[config.mk]
export PLATFORM = sky130hd
export DESIGN_NAME = mips_instr_sequencer_flat
export DESIGN_NICKNAME = d
export VERILOG_FILES = /design/src/rtl/mips_instr_sequencer_pkg.sv /design/src/rtl/mips_instr_sequencer_if.sv /design/src/rtl/mips_instr_sequencer_instr_store.sv /design/src/rtl/mips_instr_sequencer.sv /design/src/flat_wrapper.sv
export SDC_FILE = /design/constraint.sdc
export NUM_CORES = 1
export LEC_CHECK = 0
export ABC_AREA = 1
export BUFFER_PORTS_ARGS = -buffer_cell sky130_fd_sc_hd__buf_2
export CAP_MARGIN = 10
export CORE_MARGIN = 2
export CORE_UTILIZATION = 33
export DETAILED_ROUTE_END_ITERATION = 6
export PLACE_DENSITY = 0.52
export SYNTH_ARGS = -nofsm -noshare
export SYNTH_HDL_FRONTEND = slang
export SYNTH_SLANG_ARGS = --single-unit
[constraint.sdc]
create_clock -name clk -period 3.4 [get_ports clk]
set_input_delay 0.68 -clock clk [delete_from_list [all_inputs] [get_ports clk]]
set_output_delay 0.68 -clock clk [all_outputs]
set_load 0.1 [all_outputs]
[src/rtl/mips_instr_sequencer_pkg.sv]
// Shared types and constants for the MiniMIPS instruction sequencer:
// sequencer state encoding, HALT sentinel opcode and instruction field positions.
package mips_seq_pkg;

  typedef enum logic [2:0] {
    ST_IDLE     = 3'd0,
    ST_FETCH    = 3'd1,
    ST_ISSUE    = 3'd2,
    ST_WAIT_RES = 3'd3,
    ST_DONE     = 3'd4
  } seq_state_e;

  localparam logic [3:0] OPC_HALT = 4'b1111;

  localparam int OPC_MSB   = 15;
  localparam int OPC_LSB   = 12;
  localparam int RS_MSB    = 11;
  localparam int RS_LSB    = 9;
  localparam int RT_MSB    = 8;
  localparam int RT_LSB    = 6;
  localparam int RD_MSB    = 5;
  localparam int RD_LSB    = 3;
  localparam int FUNCT_MSB = 2;
  localparam int FUNCT_LSB = 0;

  function automatic logic is_halt(input logic [15:0] instr);
    return (instr[OPC_MSB:OPC_LSB] == OPC_HALT);
  endfunction

endpackage

[src/rtl/mips_instr_sequencer_if.sv]
// Instruction/result handshake between the sequencer (master) and the MiniMIPS core (slave).
interface mips_instr_sequencer_if #(
  parameter int IW = 16,
  parameter int RW = 32
) ();

  logic [IW-1:0] instr_out;
  logic          instr_valid;
  logic          instr_ready;
  logic [RW-1:0] result_in;
  logic          result_valid;

  modport master (
    output instr_out,
    output instr_valid,
    input  instr_ready,
    input  result_in,
    input  result_valid
  );

  modport slave (
    input  instr_out,
    input  instr_valid,
    output instr_ready,
    output result_in,
    output result_valid
  );

endinterface

[src/rtl/mips_instr_sequencer_instr_store.sv]
// Program store: DEPTH x IW words, one synchronous write port and one synchronous read port.
// Only the read data register is reset; the array contents survive reset.
module instr_store #(
  parameter int DEPTH = 64,
  parameter int AW    = 6,
  parameter int IW    = 16
) (
  input  logic          clk,
  input  logic          rst_n,
  input  logic          we_i,
  input  logic [AW-1:0] waddr_i,
  input  logic [IW-1:0] wdata_i,
  input  logic          re_i,
  input  logic [AW-1:0] raddr_i,
  output logic [IW-1:0] rdata_o
);

  logic [IW-1:0] mem_q [DEPTH];
  logic [IW-1:0] rdata_q;

  always_ff @(posedge clk) begin
    if (we_i) begin
      mem_q[waddr_i] <= wdata_i;
    end
  end

  // Read data only moves on a read strobe so the issued word stays stable afterwards.
  always_ff @(posedge clk) begin
    if (!rst_n) begin
      rdata_q <= {IW{1'b0}};
    end else if (re_i) begin
      rdata_q <= mem_q[raddr_i];
    end else begin
      rdata_q <= rdata_q;
    end
  end

  assign rdata_o = rdata_q;

endmodule

[src/rtl/mips_instr_sequencer.sv]
// Instruction-issuing end of the MiniMIPS interface: walks a PC over the program store,
// issues one word at a time with valid/ready and waits for each core result.
module mips_instr_sequencer
  import mips_seq_pkg::*;
#(
  parameter int DEPTH = 64,
  parameter int AW    = 6,
  parameter int IW    = 16,
  parameter int RW    = 32
) (
  input  logic                   clk,
  input  logic                   rst_n,
  input  logic                   load_en,
  input  logic [AW-1:0]          load_addr,
  input  logic [IW-1:0]          load_data,
  input  logic                   start,
  input  logic                   halt_req,
  mips_instr_sequencer_if.master core_if,
  output logic [AW-1:0]          pc_out,
  output logic                   busy,
  output logic                   done,
  output logic [RW-1:0]          last_result,
  output logic [AW:0]            result_count
);

  seq_state_e    state_q, state_d;
  logic [AW-1:0] pc_q, pc_d;
  logic [RW-1:0] last_result_q, last_result_d;
  logic [AW:0]   count_q, count_d;

  logic [IW-1:0] rd_data_s;
  logic          busy_s;
  logic          halt_word_s;

  assign busy_s      = (state_q == ST_FETCH) || (state_q == ST_ISSUE) || (state_q == ST_WAIT_RES);
  assign halt_word_s = is_halt(rd_data_s);

  instr_store #(
    .DEPTH (DEPTH),
    .AW    (AW),
    .IW    (IW)
  ) u_store (
    .clk     (clk),
    .rst_n   (rst_n),
    .we_i    (load_en && !busy_s),
    .waddr_i (load_addr),
    .wdata_i (load_data),
    .re_i    (state_q == ST_FETCH),
    .raddr_i (pc_q),
    .rdata_o (rd_data_s)
  );

  // Next-state logic; halt_req while running overrides any handshake or result.
  always_comb begin
    state_d       = state_q;
    pc_d          = pc_q;
    last_result_d = last_result_q;
    count_d       = count_q;
    if (halt_req && busy_s) begin
      state_d = ST_DONE;
    end else begin
      case (state_q)
        ST_IDLE, ST_DONE: begin
          if (start) begin
            state_d = ST_FETCH;
            pc_d    = {AW{1'b0}};
            count_d = {(AW+1){1'b0}};
          end else begin
            state_d = state_q;
          end
        end
        ST_FETCH: begin
          state_d = ST_ISSUE;
        end
        ST_ISSUE: begin
          if (halt_word_s) begin
            state_d = ST_DONE;
          end else if (core_if.instr_ready) begin
            state_d = ST_WAIT_RES;
          end else begin
            state_d = ST_ISSUE;
          end
        end
        ST_WAIT_RES: begin
          if (core_if.result_valid) begin
            last_result_d = core_if.result_in;
            count_d       = count_q + {{AW{1'b0}}, 1'b1};
            // The PC parks on the last word instead of wrapping.
            if (pc_q == AW'(DEPTH - 1)) begin
              state_d = ST_DONE;
            end else begin
              pc_d    = pc_q + {{(AW-1){1'b0}}, 1'b1};
              state_d = ST_FETCH;
            end
          end else begin
            state_d = ST_WAIT_RES;
          end
        end
        default: begin
          state_d = ST_IDLE;
        end
      endcase
    end
  end

  // State and datapath registers with synchronous active-low reset.
  always_ff @(posedge clk) begin
    if (!rst_n) begin
      state_q       <= ST_IDLE;
      pc_q          <= {AW{1'b0}};
      last_result_q <= {RW{1'b0}};
      count_q       <= {(AW+1){1'b0}};
    end else begin
      state_q       <= state_d;
      pc_q          <= pc_d;
      last_result_q <= last_result_d;
      count_q       <= count_d;
    end
  end

  assign core_if.instr_out   = rd_data_s;
  assign core_if.instr_valid = (state_q == ST_ISSUE) && !halt_word_s;
  assign pc_out              = pc_q;
  assign busy                = busy_s;
  assign done                = (state_q == ST_DONE);
  assign last_result         = last_result_q;
  assign result_count        = count_q;

endmodule

[src/flat_wrapper.sv]
// flat-port wrapper written by rule: the top's interface ports become plain ports
module mips_instr_sequencer_flat import mips_seq_pkg::*;
#(
  parameter int DEPTH = 64,
  parameter int AW    = 6,
  parameter int IW    = 16,
  parameter int RW    = 32
)
  (clk, rst_n, load_en, load_addr, load_data, start, halt_req, pc_out, busy, done, last_result, result_count, core_if_instr_out, core_if_instr_valid, core_if_instr_ready, core_if_result_in, core_if_result_valid);
  mips_instr_sequencer_if #(.IW(IW), .RW(RW)) core_if_i ();
  input  logic clk;
  input  logic rst_n;
  input  logic load_en;
  input  logic [AW-1:0] load_addr;
  input  logic [IW-1:0] load_data;
  input  logic start;
  input  logic halt_req;
  output logic [AW-1:0] pc_out;
  output logic busy;
  output logic done;
  output logic [RW-1:0] last_result;
  output logic [AW:0] result_count;
  output wire logic [$bits(core_if_i.instr_out)-1:0] core_if_instr_out;
  output wire logic [$bits(core_if_i.instr_valid)-1:0] core_if_instr_valid;
  input wire logic [$bits(core_if_i.instr_ready)-1:0] core_if_instr_ready;
  input wire logic [$bits(core_if_i.result_in)-1:0] core_if_result_in;
  input wire logic [$bits(core_if_i.result_valid)-1:0] core_if_result_valid;
  assign core_if_instr_out = core_if_i.instr_out;
  assign core_if_instr_valid = core_if_i.instr_valid;
  assign core_if_i.instr_ready = core_if_instr_ready;
  assign core_if_i.result_in = core_if_result_in;
  assign core_if_i.result_valid = core_if_result_valid;
  mips_instr_sequencer #(.DEPTH(DEPTH), .AW(AW), .IW(IW), .RW(RW)) u_core (.clk(clk), .rst_n(rst_n), .load_en(load_en), .load_addr(load_addr), .load_data(load_data), .start(start), .halt_req(halt_req), .core_if(core_if_i), .pc_out(pc_out), .busy(busy), .done(done), .last_result(last_result), .result_count(result_count));
endmodule
==> results.py <==
metrics = {
    "synthesis": {
        "ys_warn_count": 0,
        "synth-compound-area-share": 0.0283,
        "synth_top_family_by_area": "simple AND/OR/NAND/NOR gates",
        "synth_seq_area_share": 0.708,
        "syn_area_mm2": 0.0453,
        "muxShareOfSynthArea": 0,
        "synth.distinct_cells": 27,
        "synth_fa_ha_area_frac": 0.000553,
        "synth_xor_area_frac": 0.000194,
        "syn_nets": 4297,
        "ys_ff_latch": 1088,
        "syn_inst": 4234,
        "synth_top_area_cell": "edfxtp_1",
        "synthSimpleGateAreaFrac": 0.208,
        "synthTopCellsByArea": "edfxtp_1 (68%), nand2_1 (11%), nand3_1 (6.1%)",
        "synth_area_per_cell_um2": 10.7,
        "synth_top_cell_area_share": 0.679,
    },
    "pwr": {
        "power_density_mw_per_mm2": 624,
        "ir_drop_uv": 756,
        "p_leak_uw": 0.0202,
    },
    "critical_path": {
        "start_kind": "register",
        "r2r-start": "u_core.pc_out[0]",
        "worstSetupPathType": "reg2out",
        "required_ps": 2720,
        "crit_path_max_fanout": 63,
        "rrSetupSlack_ps": 740,
        "reg2reg_depth": 12,
        "r2r-end": "u_core.u_store.rdata_o[9]",
        "crit_arrival_ps": 2400,
        "end_kind": "primary output",
    },
    "sta": {
        "report.final.hold_viol_count": 0,
        "finClkSkew_ps": 24.7,
        "timing.final.crit_share": 0.905,
        "worst_pin_slew_ps": 1130,
        "rsz0062_at_grt": "no",
        "max_freq_mhz": 325,
        "finalSetupViolCount": 0,
        "drv_slew": 0,
        "hold_slack_ps": 198,
        "maxSlewHeadroom": 0.250,
        "fin_crit_ps": 3080,
    },
    "detailed_routing": {
        "drt_iter0_drc": 3233,
        "wl_per_cell_um": 21.3,
        "drt_wl_total_um": 134000,
        "routed_via_density": 4.87,
        "vias": 30703,
        "drc_errors": 0,
        "detail-route-antenna-nets": 0,
        "drtPass1Iterations": 6,
    },
    "cts": {
        "cts_root_buffer": "clkbuf_16",
        "cts_buffers": 114,
        "cts_tree": "built",
        "cts_sinks": 1088,
        "post_cts_resized": 0,
        "cts.path.max_buffers": 3,
        "htree_num_levels": 3,
        "clock_latency_ps": 730,
        "cts.reportedPaths.clkPinSlew_ps": 60,
    },
    "final_layout": {
        "area_growth_pct": 15.3,
        "fin_area_mm2": 0.0522,
        "drive_gt1_frac": 0.104,
        "fin_nets": 4485,
        "final_cell_mix": "nand2_1 (1,349), edfxtp_1 (1,024), nand3_1 (556), nor2_1 (373), inv_1 (358)",
        "layout_commonest_cell": "nand2_1",
        "fillers": 13198,
    },
    "global_routing": {
        "grt_max_degree": 121,
        "grt_usage": 0.188,
        "antenna_found_initial": 9,
        "grt_pass1_vias": 28777,
        "overflow": 0,
        "grt_pass1_wl_um": 196000,
    },
    "hold_path": {
        "min_path_type": "in2reg",
        "min_to": "u_core.last_result[16]",
        "whs_path_depth": 3,
        "min_from": "core_if_result_in[16]",
    },
    "floorplanning": {
        "coreArea_mm2": 0.136,
        "start_util": 0.333,
        "row_count": 135,
        "dieArea_mm2": 0.140,
        "io_pins": 125,
        "die_y_um": 374,
        "die_x_um": 374,
    },
    "place": {
        "hpwl_um": 79100,
        "numPortBuffers": 124,
        "place.gp.congestion": 0.856,
        "place_area_mm2": 0.0486,
    },
    "outcome": {
        "outcome": "finished clean",
    },
    "job": {
        "drv_cap": 0,
    },
}
-- worst max-delay path, cell delays in order, from the launching register on --
cell,delay [ps]
dfxtp_4,420
buf_4,620
buf_2,570
-- state kept, by name, summed over array words and instances (netlist names) --
register,cells
u_core.pc_out,6
u_core.u_store.mem_q,1024
u_core.u_store.rdata_o,16
u_core.last_result,32
u_core.state_q,3
u_core.result_count,7
-- per-stage QoR --
| stage | setup slack [ps] | std cells | TNS (ps) | power [uW] | utilization |
|---|---|---|---|---|---|
| 2_1_floorplan | 327 | 4234 | 0 | 18600 | - |
| 3_3_place_gp | 39.0 | 6085 | 0 | 20700 | 0.358 |
| 3_5_place_dp | -94.3 | 6085 | -1130 | 20800 | 0.358 |
| 4_1_cts | 271 | 6298 | 0 | 32800 | 0.384 |
| 5_1_grt | 246 | 6298 | 0 | 33700 | 0.384 |
| 6_report | 323 | 6301 | 0 | 32600 | 0.384 |
-- report_power, final --
group / total, uW / switching, uW / internal, uW
combinational: 5450 / 4190 / 1270
sequential: 15000 / 195 / 14800
clock: 12100 / 5220 / 6870
-- metal layers --
metal	global-route usage	routed length [um]	vias up
met5	0	0	-
met4	0.0447	2850	0
met3	0.0300	9690	170
met2	0.290	60000	1072
met1	0.278	61800	14929
li1	-	-	14532
-- cells by family after synthesis --
kind of cell               count (synthesis)
AOI/OAI and AO/OA                        245
and+or+nand+nor                         2304
buffers and inverters                    594
adders and majority gates                  2
xor gates and xnor gates                   1
DFF                                     1088
-- cells in the mapped netlist (all sizes together) --
master / count
nand3: 556
inv: 364
a22oi: 1
a211oi: 1
and3: 2
nor2: 374
o311a: 1
a21oi: 108
clkbuf: 75
dfxtp: 64
nand2: 1350
nor3: 10
nand4: 12
clkinv: 2
o22ai: 1
buf: 153
o21ai: 116
edfxtp: 1024
ha: 2
o21a: 17
xor2: 1
-- what timing repair did --
action                                  CTS  global route
hold buffers                              0             0
endpoints found under the setup margin   10             0
setup buffers                             2             0
-- worst max path at each step --
stage	from	to	slack (ps)	depth (start not counted)
after floorplan	u_core.state_q[0]	u_core.u_store.mem_q[28][0]	330	7
after global placement	load_en	u_core.u_store.mem_q[37][13]	40	6
after detailed placement	load_en	u_core.u_store.mem_q[37][10]	-90	6
after CTS	u_core.pc_out[1]	pc_out[1]	270	2
after global routing	u_core.pc_out[1]	pc_out[1]	250	2
final	u_core.pc_out[1]	pc_out[1]	320	2
-- cell type report --
type	count	area [um2]	area share
flip-flops and latches	1088	32000	0.614
inverters	366	1400	0.0268
repair buffers	300	2240	0.0430
clock inverters	57	514	0.00985
well taps	1781	2230	0.0427
clock buffers	154	3050	0.0584
diodes	3	7.51	0.000144
multi-input cells	2552	10700	0.205
(Power assumes the default switching activity.)
